File: src/rtl/half_nn_pkg.sv
// half_nn_pkg: shared types and constants for the half-precision layer sequencer
package half_nn_pkg;
    typedef enum logic [2:0] {IDLE, LOAD, STREAM, WAIT, DONE} seq_state_t;
    localparam logic [15:0] HALF_ZERO     = 16'h0000;
    localparam logic [15:0] HALF_SIGN_BIT = 16'h8000;
    function automatic int chunks_of(input int length, input int mults);
        return length / mults;
    endfunction
    function automatic int addr_w(input int n);
        return (n > 1) ? $clog2(n) : 1;
    endfunction
endpackage

File: src/rtl/half_seq_addr_gen.sv
// half_seq_addr_gen: wrapping chunk counter (up or down) with terminal-count flag
module half_seq_addr_gen
    import half_nn_pkg::*;
#(
    parameter int COUNT = 5,
    parameter bit DOWN  = 1'b0,
    parameter int AW    = 3
) (
    input  logic          clk,
    input  logic          rstn,
    input  logic          i_en,
    output logic [AW-1:0] o_cnt,
    output logic          o_tc
);
    localparam logic [AW-1:0] FIRST = DOWN ? AW'(COUNT - 1) : '0;
    localparam logic [AW-1:0] LAST  = DOWN ? '0 : AW'(COUNT - 1);
    logic [AW-1:0] r_cnt;
    // step once per enabled cycle and snap back to the first index after the last one
    always_ff @(posedge clk) begin
        if (!rstn)
            r_cnt <= FIRST;
        else if (i_en)
            r_cnt <= o_tc ? FIRST : (DOWN ? r_cnt - AW'(1) : r_cnt + AW'(1));
    end
    assign o_cnt = r_cnt;
    assign o_tc  = r_cnt == LAST;
endmodule

File: src/rtl/half_layer_sequencer.sv
// half_layer_sequencer: drives the shared dot-product datapath through one dense layer; optional ReLU via HALF_LAYER_SEQ_RELU_EN
module half_layer_sequencer
    import half_nn_pkg::*;
#(
    parameter int BITS    = 16,
    parameter int LENGTH  = 10,
    parameter int MULTS   = 2,
    parameter int NEURONS = 4,
    localparam int CHUNKS = chunks_of(LENGTH, MULTS),
    localparam int WAW    = addr_w(NEURONS * CHUNKS),
    localparam int XAW    = addr_w(CHUNKS),
    localparam int NW     = addr_w(NEURONS),
    localparam int DW     = BITS * MULTS
) (
    input  logic           clk,
    input  logic           rstn,
    input  logic           start,
    output logic           busy,
    output logic           done,
    output logic           w_rd,
    output logic [WAW-1:0] w_addr,
    input  logic [DW-1:0]  w_data,
    output logic           x_rd,
    output logic [XAW-1:0] x_addr,
    input  logic [DW-1:0]  x_data,
    output logic           dp_load_a,
    output logic [DW-1:0]  dp_vector_a_in,
    output logic           dp_in_valid,
    output logic [DW-1:0]  dp_vector_b,
    input  logic           dp_out_valid,
    input  logic [BITS-1:0] dp_c,
    output logic           y_valid,
    output logic [NW-1:0]  y_index,
    output logic [BITS-1:0] y_data,
    output logic           err
);
    seq_state_t     r_state, w_next;
    logic [NW-1:0]  r_neuron;
    logic           r_load_a, r_in_valid, r_y_valid, r_done, r_err;
    logic [NW-1:0]  r_y_index;
    logic [BITS-1:0] r_y_data, w_y_next;
    logic [XAW-1:0] w_ld_cnt, w_st_cnt;
    logic           w_ld_tc, w_st_tc, w_last, w_take;

    half_seq_addr_gen #(.COUNT(CHUNKS), .DOWN(1'b1), .AW(XAW)) u_ld_gen (
        .clk(clk), .rstn(rstn), .i_en(r_state == LOAD), .o_cnt(w_ld_cnt), .o_tc(w_ld_tc)
    );
    half_seq_addr_gen #(.COUNT(CHUNKS), .DOWN(1'b0), .AW(XAW)) u_st_gen (
        .clk(clk), .rstn(rstn), .i_en(r_state == STREAM), .o_cnt(w_st_cnt), .o_tc(w_st_tc)
    );

    assign w_last = r_neuron == NW'(NEURONS - 1);
    assign w_take = (r_state == WAIT) && dp_out_valid;

    // next-state: load weights, stream inputs, wait for the result, repeat per neuron
    always_comb begin
        w_next = r_state;
        case (r_state)
            IDLE:    w_next = start ? LOAD : IDLE;
            LOAD:    w_next = w_ld_tc ? STREAM : LOAD;
            STREAM:  w_next = w_st_tc ? WAIT : STREAM;
            WAIT:    w_next = dp_out_valid ? (w_last ? DONE : LOAD) : WAIT;
            DONE:    w_next = IDLE;
            default: w_next = IDLE;
        endcase
    end

    // state register
    always_ff @(posedge clk) begin
        if (!rstn)
            r_state <= IDLE;
        else
            r_state <= w_next;
    end

    // neuron index: cleared on an accepted start, advanced when a non-final result arrives
    always_ff @(posedge clk) begin
        if (!rstn)
            r_neuron <= '0;
        else if (r_state == IDLE && start)
            r_neuron <= '0;
        else if (w_take && !w_last)
            r_neuron <= r_neuron + NW'(1);
    end

`ifdef HALF_LAYER_SEQ_RELU_EN
    assign w_y_next = dp_c[BITS-1] ? BITS'(HALF_ZERO) : dp_c;
`else
    assign w_y_next = dp_c;
`endif

    // read-latency alignment, result capture, done pulse and sticky protocol error
    always_ff @(posedge clk) begin
        if (!rstn) begin
            r_load_a   <= 1'b0;
            r_in_valid <= 1'b0;
            r_y_valid  <= 1'b0;
            r_y_index  <= '0;
            r_y_data   <= '0;
            r_done     <= 1'b0;
            r_err      <= 1'b0;
        end else begin
            r_load_a   <= w_rd;
            r_in_valid <= x_rd;
            r_y_valid  <= w_take;
            if (w_take) begin
                r_y_index <= r_neuron;
                r_y_data  <= w_y_next;
            end
            r_done <= r_state == DONE;
            r_err  <= r_err | (dp_out_valid && r_state != WAIT);
        end
    end

    assign busy           = r_state != IDLE;
    assign done           = r_done;
    assign w_rd           = r_state == LOAD;
    assign w_addr         = w_rd ? WAW'(r_neuron) * WAW'(CHUNKS) + WAW'(w_ld_cnt) : '0;
    assign x_rd           = r_state == STREAM;
    assign x_addr         = x_rd ? w_st_cnt : '0;
    assign dp_load_a      = r_load_a;
    assign dp_vector_a_in = r_load_a ? w_data : '0;
    assign dp_in_valid    = r_in_valid;
    assign dp_vector_b    = r_in_valid ? x_data : '0;
    assign y_valid        = r_y_valid;
    assign y_index        = r_y_index;
    assign y_data         = r_y_data;
    assign err            = r_err;
endmodule
File: config.mk
export PLATFORM = sky130hd
export DESIGN_NAME = half_layer_sequencer
export DESIGN_NICKNAME = d
export VERILOG_FILES = /design/src/rtl/half_nn_pkg.sv /design/src/rtl/half_seq_addr_gen.sv /design/src/rtl/half_layer_sequencer.sv
export SDC_FILE = /design/constraint.sdc
export NUM_CORES = 1
export LEC_CHECK = 0
export CAP_MARGIN = 20
export CORE_MARGIN = 5
export CORE_UTILIZATION = 30
export DETAILED_ROUTE_END_ITERATION = 16
export GPL_ROUTABILITY_DRIVEN = 0
export GPL_TIMING_DRIVEN = 0
export MAX_ROUTING_LAYER = met4
export PLACE_DENSITY = 0.85
export SETUP_SLACK_MARGIN = 0.02
export SLEW_MARGIN = 0
export SYNTH_ARGS = -nofsm -noshare
export SYNTH_HDL_FRONTEND = slang
export SYNTH_SLANG_ARGS = --single-unit
export TNS_END_PERCENT = 10
File: constraint.sdc
create_clock -name clk -period 4.85 [get_ports clk]
set_clock_uncertainty 0.1 [all_clocks]
set_input_delay 0.7275 -clock clk [delete_from_list [all_inputs] [get_ports clk]]
set_output_delay 0.7275 -clock clk [all_outputs]
set_load 0.03 [all_outputs]
== Yosys cells after proc, flatten, opt, wreduce, memory -nomap -nowiden ==
Index checks and enable logic that the tools add are counted.

* Word-level logic and storage cells: 46
* Output and inout bits: 98
* Bits of input ports: 84
* Register bits: 34

* Equal/unequal tests: 7
* Reduce and logical (&&, ||, !) cells: 9
* Mux-type cells: 12
* Add/subtract/negate cells: 4
* Multipliers: 1
* Bitwise operators: 2

{| class="wikitable"
|+ Operators by type and width
! kind !! count
|-
| $mux W32 || 2
|-
| $mux W3 || 5
|-
| $pmux W3 S4 || 1
|-
| $eq A3 B2 Y1 const B || 2
|-
| $eq A3 B3 Y1 const B || 2
|-
| $logic_not A3 Y1 || 2
|-
| $add A5 B3 Y5 || 1
|-
| $mul A2 B3 Y5 const B || 1
|-
| $mux W5 || 1
|-
| $logic_and A1 B1 Y1 || 4
|-
| $add A3 B1 Y3 const B || 1
|-
| $eq A3 B1 Y1 const B || 1
|-
| $ne A3 B2 Y1 const B || 1
|-
| $reduce_bool A3 Y1 || 1
|-
| $sub A3 B1 Y3 const B || 1
|-
| $add A2 B1 Y2 const B || 1
|-
| $eq A2 B2 Y1 const B || 1
|-
| $mux W1 || 2
|-
| $mux W2 || 1
|-
| $reduce_or A2 Y1 || 1
|-
| $logic_not A1 Y1 || 1
|-
| $not A1 Y1 || 1
|-
| $or A1 B1 Y1 || 1
|}

== Logic depth before layout (Yosys ltp) ==
Gate-level depths: netlist of the first run.

* Depth in word-level cells: 4
* Mapped depth: 5
* Depth with buffers taken out: 5

== Modules after synthesis ==
A second synthesis of the first run with hierarchy kept.

* Cells, all modules: 244
* Area, all modules: 1976.9 um^2

{| class="wikitable"
|+ By module, submodules not included
! module !! area an instance (um^2) !! instances !! sequential area each (um^2) !! cells an instance
|-
| half_layer_sequencer || 1676.6 || 1 || 560.5 || 211
|-
| half_seq_addr_gen (u_st_gen) || 162.7 || 1 || 60.1 || 17
|-
| half_seq_addr_gen (u_ld_gen) || 137.6 || 1 || 60.1 || 16
|}

== Worst setup path after synthesis of the first run ==
OpenSTA, ideal clock, no wires.

* Path kind: register to output
* Start point: reg r_neuron[1]
* End point: out w_addr[3]
* Buffers on the path: 0
* Stages on the path, launching flop included: 6
* Slack: 2286 ps
* Arrival: 1737 ps
* Data required time: 4023 ps
* Path through: dfxtp_1 -> ha_1 -> ha_1 -> fa_1 -> xnor2_1 -> nor2_1

* Cells in the longest elaborated chain, start to end: 3

{| class="wikitable"
|+ Ends and longest elaborated chain
! element !! line !! RTL
|-
| start, declared || half_layer_sequencer.sv:38 || <nowiki>logic [NW-1:0] r_neuron;</nowiki>
|-
| start signal, assigned || half_layer_sequencer.sv:83 || <nowiki>r_neuron <= r_neuron + NW'(1);</nowiki>
|-
| $mul A2 B3 Y5 || half_layer_sequencer.sv:118 || <nowiki>assign w_addr = w_rd ? WAW'(r_neuron) * WAW'(CHUNKS) + WAW'(w_ld_cnt) : '0;</nowiki>
|-
| $add A5 B3 Y5 || half_layer_sequencer.sv:118 ||
|-
| $mux W5 || half_layer_sequencer.sv:118 ||
|-
| end, declared || half_layer_sequencer.sv:21 || <nowiki>output logic [WAW-1:0] w_addr,</nowiki>
|}

Every way passes these cells.

== Worst setup path after layout of the first run ==
* Start point: reg r_neuron[1]
* End point: out w_addr[2]

The elaborated chain is that of the path after synthesis.

==> results of run 1 <==
-- how the worst max path moves through the flow --
stage	endpoint	startpoint	slack (ps)
2_1_floorplan	w_addr[3]	r_neuron[1]	2290
3_3_place_gp	w_addr[3]	r_neuron[1]	1850
3_5_place_dp	w_addr[3]	r_neuron[1]	1840
4_1_cts	w_addr[3]	r_neuron[1]	1520
5_1_grt	w_addr[3]	r_neuron[1]	1430
6_report	w_addr[2]	r_neuron[1]	1540
-- metrics by stage --
step                power (µW)   util
global route               766  0.622
global placement           517  0.608
floorplan                  396      -
detailed placement         521  0.608
CTS                        737  0.622
finish                     732  0.622
-- critical path, delay by kind of cell (launching register included) --
kind	cells	cell delay (ps)
DFF	1	430
and+or+nand+nor	1	110
adders and majority gates	3	960
buffers and inverters	1	680
-- registers in the layout, indices dropped and copies added, names as in the netlist --
register,cells
y_data,16
r_neuron,2
done,1
u_ld_gen.o_cnt,3
r_state,3
u_st_gen.o_cnt,3
dp_load_a,1
y_index,2
y_valid,1
err,1
dp_in_valid,1
-- area by class of cell --
type | instances | share of cell area
timing repair buffer | 181 | 0.456
clock buffer | 7 | 0.0217
tap | 77 | 0.0242
clock inverter | 1 | 0.00126
sequential | 34 | 0.171
buffer | 16 | 0.0161
inverter | 5 | 0.00472
multi-input combinational | 190 | 0.305
-- cell families after synthesis --
group | Yosys count | share of synthesized area
AND/OR/NAND/NOR | 138 | 0.393
flip-flops | 34 | 0.345
buffers and inverters | 21 | 0.0418
adder cells (fa/ha/maj) | 12 | 0.0798
multiplexers | 2 | 0.0101
AO/OA/AOI/OAI | 37 | 0.126
XOR/XNOR | 1 | 0.00444
-- layer usage --
layer  global-route usage  vias up
li1                     -     1166
met1                0.192      990
met2                0.320       98
met3               0.0628        9
met4               0.0501        0
met5                    -        -
-- placed cells by master (no fill, tap or decap), drive strengths merged --
master | Yosys | routed
nand4 | 1 | 1
clkinv | 0 | 1
nor3b | 1 | 1
or3 | 2 | 2
clkdlybuf4s50 | 0 | 181
xnor2 | 1 | 1
clkbuf | 14 | 21
nor2b | 3 | 3
dfxtp | 34 | 34
nand3b | 3 | 3
ha | 11 | 11
nand4b | 1 | 1
and3b | 1 | 1
nor4b | 1 | 1
o211ai | 2 | 2
and2 | 72 | 72
nor2 | 5 | 5
inv | 5 | 5
nand2b | 3 | 3
o21ai | 5 | 5
a21o | 1 | 1
fa | 1 | 1
buf | 2 | 2
or3b | 1 | 1
a21boi | 21 | 21
mux2i | 2 | 2
and4b | 1 | 1
nand2 | 40 | 40
and3 | 2 | 2
a21oi | 7 | 7
a221oi | 1 | 1
or4 | 1 | 1
-- power by group through the flow --
| stage | Sequential [µW] | Combinational, µW | Clock (µW) |
|---|---|---|---|
| 4_1_cts | 294 | 222 | 222 |
| 3_3_place_gp | 300 | 218 | 0 |
| 3_5_place_dp | 300 | 220 | 0 |
| 5_1_grt | 295 | 236 | 236 |
| 6_report | 294 | 220 | 218 |
| 2_1_floorplan | 303 | 93.3 | 0 |
==> results.sh, run 1 <==
export IMPL_status="complete, no violations"
export IMPL_wirelength_um=7570
export IMPL_synth_most_common_cell="and2_1"
export IMPL_grt_pass1_wl_um=11800
export IMPL_syn_area_um2=1970
export IMPL_irDropWorstVdd_uv=226
export IMPL_drt_iter0_drc=41
export IMPL_rr_worst_depth=5
export IMPL_ys_warn_count=0
export IMPL_cts_resized=0
export IMPL_synth_common_cells="and2_1, nand2_1, dfxtp_1"
export IMPL_grt_use_total=0.182
export IMPL_first_pass_iters=4
export IMPL_clkTransAtPathRegs_ps=70
export IMPL_worstHoldStart="y_data[12]"
export IMPL_worstPathRequired_ps=4020
export IMPL_worstReg2RegStart="r_state[0]"
export IMPL_synthCells=245
export IMPL_grt_pass1_vias=2233
export IMPL_area_delta_synth_final_pct=101
export IMPL_synth_nets=341
export IMPL_fin_hold_ws_ps=362
export IMPL_leakage_uw=0.00152
export IMPL_yosysTopAreaCell="dfxtp_1"
export IMPL_post_place_ws_ps=1840
export IMPL_cts_buffer_depth=2
export IMPL_drive_gt1_frac=0.0253
export IMPL_start_util=0.309
export IMPL_die_w_um=91.1
export IMPL_synth_distinct_cells=32
export IMPL_synth_avg_cell_area_um2=8.06
export IMPL_grt_overflow_total=0
export IMPL_wl_per_cell_um=14.8
export IMPL_dominantRegCellSynth="dfxtp_1"
export IMPL_p_seq_frac=0.402
export IMPL_cap_violations=0
export IMPL_relSlewSlack=0.588
export IMPL_cp_max_fo=5
export IMPL_dp_hpwl_um=6500
export IMPL_io_buffers=181
export IMPL_async_reset_ff_frac=0
export IMPL_cts_setup_buffers=0
export IMPL_cts_tree="done"
export IMPL_vias=2263
export IMPL_yosysSeqAreaShare=0.345
export IMPL_fillers=521
export IMPL_path_cells="ha_1, ha_1, fa_1, and2_1, clkdlybuf4s50_1"
export IMPL_drt_met1_wl_um=2970
export IMPL_hold_violations=0
export IMPL_hold_path_class="flop to flop"
export IMPL_p_int_uw=522
export IMPL_wl_met2_um=3820
export IMPL_clk_latency_ps=290
export IMPL_comb_power_share=0.300
export IMPL_reg2reg_slack_ps=3200
export IMPL_cp_start_kind="flop"
export IMPL_root_buffer="clkbuf_8"
export IMPL_placed_area_um2=3880
export IMPL_finalSetupTns_ps=0
export IMPL_report_final_slew_viol_count=0
export IMPL_coreArea_um2=6390
export IMPL_min_to="y_data[12]"
export IMPL_cp_common_cell="ha_1"
export IMPL_period_needed_ps=3310
export IMPL_finalInstanceArea_um2=3970
export IMPL_tightest_slew_ps=615
export IMPL_rsz0062_at_grt="no"
export IMPL_ios=182
export IMPL_setup_slack_ps=1540
export IMPL_ant_nets=0
export IMPL_core_rowCount=29
export IMPL_p_switching_uw=210
export IMPL_drc=0
export IMPL_crit_type="flop to primary output"
export IMPL_cts_max_level=2
export IMPL_finalSetupViolCount=0
export IMPL_cp_data_arrival_time_ps=2480
export IMPL_fmax_mhz=302
export IMPL_fin_cells=511
export IMPL_antenna_found_initial=0
export IMPL_cellPowerDensity_nw_per_um2=184
export IMPL_die_h_um=91.1
export IMPL_synth_seq_cells=34
export IMPL_slowest_delay_ps=680
export IMPL_whs_path_depth=2
export IMPL_wl_met3_um=666
export IMPL_reg2reg_to="y_data[0]"
export IMPL_hold_buffers=0
export IMPL_numClockSinks=34
export IMPL_synth_area_leaders="dfxtp_1, and2_1, a21boi_0"
export IMPL_n_antenna_cell=0
export IMPL_fin_nets=529
export IMPL_dp_cells=503
export IMPL_cpMaxStageDelayCell="clkdlybuf4s50_1"
export IMPL_drt_vias_per_instance=4.43
export IMPL_fin_crit_sh=0.683
export IMPL_grt_max_degree=11
export IMPL_end_kind="primary output"
export IMPL_seq_area_um2=681
export IMPL_swShare=0.287
export IMPL_numCtsBuffers=5
export IMPL_die_area_um2=8300
export IMPL_synth_edf_count=0
export IMPL_top_layer_used="met4"
export IMPL_multi_input_area_um2=1210
export IMPL_clkPwrFrac=0.298
export IMPL_yosysTopAreaCellShare=0.345
Power figures use the tool's default switching activity.
==> run 2, diff against run 1 <==
==> constraint.sdc (replaced) <==
create_clock -name clk -period 3.16 [get_ports clk]
set_clock_uncertainty 0.1 [all_clocks]
set_input_delay 0.474 -clock clk [delete_from_list [all_inputs] [get_ports clk]]
set_output_delay 0.474 -clock clk [all_outputs]
set_load 0.03 [all_outputs]
==> run 2 against run 1 <==
Compared with the run above:
- combinational power rose by 53%
- clock power up 54%
- critical path depth up 1
- hold slack unchanged
- first-iteration DRC count unchanged
==> results.sh, run 2 (synthesized netlist as in run 1, its figures left out) <==
export IMPL_status="complete, no violations"
export IMPL_rr_worst_depth=5
export IMPL_grt_pass1_vias=2233
export IMPL_wl_per_cell_um=14.8
export IMPL_io_buffers=181
export IMPL_cp_start_kind="flop"
export IMPL_cts_max_level=2
export IMPL_rsz0062_at_grt="no"
export IMPL_first_pass_iters=4
export IMPL_slowest_delay_ps=590
export IMPL_hold_path_class="flop to flop"
export IMPL_period_needed_ps=2840
export IMPL_dp_cells=503
export IMPL_drc=0
export IMPL_leakage_uw=0.00155
export IMPL_die_w_um=91.1
export IMPL_fillers=521
export IMPL_cts_setup_buffers=0
export IMPL_finalSetupViolCount=0
export IMPL_n_antenna_cell=0
export IMPL_min_to="y_data[12]"
export IMPL_numClockSinks=34
export IMPL_ios=182
export IMPL_relSlewSlack=0.588
export IMPL_dp_hpwl_um=6500
export IMPL_grt_overflow_total=0
export IMPL_core_rowCount=29
export IMPL_drt_vias_per_instance=4.43
export IMPL_ant_nets=0
export IMPL_multi_input_area_um2=1210
export IMPL_worstReg2RegStart="r_state[0]"
export IMPL_clkTransAtPathRegs_ps=70
export IMPL_cap_violations=0
export IMPL_fmax_mhz=352
export IMPL_crit_family="adder cells"
export IMPL_worstPathRequired_ps=2590
export IMPL_die_area_um2=8300
export IMPL_finalSetupTns_ps=0
export IMPL_placed_area_um2=3880
export IMPL_worstHoldStart="y_data[12]"
export IMPL_cellPowerDensity_nw_per_um2=282
export IMPL_tightest_slew_ps=615
export IMPL_end_kind="primary output"
export IMPL_seq_area_um2=681
export IMPL_grt_max_degree=11
export IMPL_fin_nets=529
export IMPL_fin_cells=511
export IMPL_cp_max_fo=6
export IMPL_clk_latency_ps=290
export IMPL_vias=2265
export IMPL_die_h_um=91.1
export IMPL_drt_iter0_drc=41
export IMPL_cpMaxStageDelayCell="clkdlybuf4s50_1"
export IMPL_path_cells="ha_1, ha_1, a21o_1, a21oi_1, nor2_1, clkdlybuf4s50_1"
export IMPL_critPathBufInv=1
export IMPL_grt_use_total=0.182
export IMPL_cts_tree="done"
export IMPL_cp_data_arrival_time_ps=2270
export IMPL_drive_gt1_frac=0.0253
export IMPL_fin_crit_sh=0.900
export IMPL_antenna_found_initial=0
export IMPL_numCtsBuffers=5
export IMPL_root_buffer="clkbuf_8"
export IMPL_layout_common_cells="clkdlybuf4s50_1, and2_1, nand2_1"
export IMPL_grt_pass1_wl_um=11800
export IMPL_cts_buffer_depth=2
export IMPL_report_final_slew_viol_count=0
export IMPL_reg2reg_slack_ps=1510
export IMPL_crit_type="flop to primary output"
export IMPL_irDropWorstVdd_uv=347
export IMPL_area_delta_synth_final_pct=102
export IMPL_hold_violations=0
export IMPL_mostFrequentLayoutCell="clkdlybuf4s50_1"
export IMPL_largest_register_ffs=16
export IMPL_whs_path_depth=2
export IMPL_start_util=0.309
export IMPL_finalInstanceArea_um2=3980
export IMPL_cp_common_cell="ha_1"
export IMPL_coreArea_um2=6390
export IMPL_wirelength_um=7580
export IMPL_reg2reg_to="y_data[0]"
run 2: changes by cell type in the layout (fill, tap and decap cells not counted):
cell | before | now
clkdlybuf4s50_1 | 181 | 179
dlymetal6s2s_1 | 0 | 2
run 2: power breakdown:
group	switching (µW)	internal [µW]	leakage, µW	total (µW)
clock network	159	176	0.0000482	335
registers	10.9	440	0.000275	451
logic	152	185	0.00123	336
run 2: final cells by class:
cell class                      instances  area share
Buffer                                 16      0.0160
Clock inverter                          1     0.00126
Inverter                                5     0.00472
Tap cell                               77      0.0242
Multi-Input combinational cell        190       0.304
Timing Repair Buffer                  181       0.457
Sequential cell                        34       0.171
Clock buffer                            7      0.0217
run 2: what timing repair did:
item	CTS	global route
hold buffers	0	0
endpoints found under the setup margin	0	2
gates resized for setup	0	2
run 2: how the worst max path moves through the flow:
stage                      startpoint   endpoint  slack [ps]  cells after the start
after floorplan           r_neuron[1]  w_addr[3]         850                      5
after global placement    r_neuron[1]  w_addr[3]         420                      6
after detailed placement  r_neuron[1]  w_addr[3]         400                      6
after CTS                 r_neuron[1]  w_addr[3]          80                      6
after global routing      r_neuron[0]  w_addr[4]         200                      6
final                     r_neuron[0]  w_addr[4]         320                      6
run 2: worst register-to-register path, cell delays in order, from the launching register on:
cell      delay (ps)
dfxtp_1          350
clkbuf_1         310
and4b_1          300
buf_2            230
nand2_1           90
a21boi_0         180
run 2: routing by layer:
layer  global-route usage  routed length [µm]  up-vias
met5                    -                   0        -
met4               0.0501                 117        0
met3               0.0628                 666        9
met2                0.320                3830       98
met1                0.192                2970      992
li1                     -                   -     1166
run 2: metrics by stage:
step                      worst slack [ps]  total power [µW]  utilization  hold slack, ps
after floorplan                        849               607            -             377
after global placement                 416               794        0.608             350
after detailed placement               402               799        0.608             357
after CTS                             79.3              1130        0.622             365
after global routing                   201              1180        0.623             387
final                                  317              1120        0.623             362
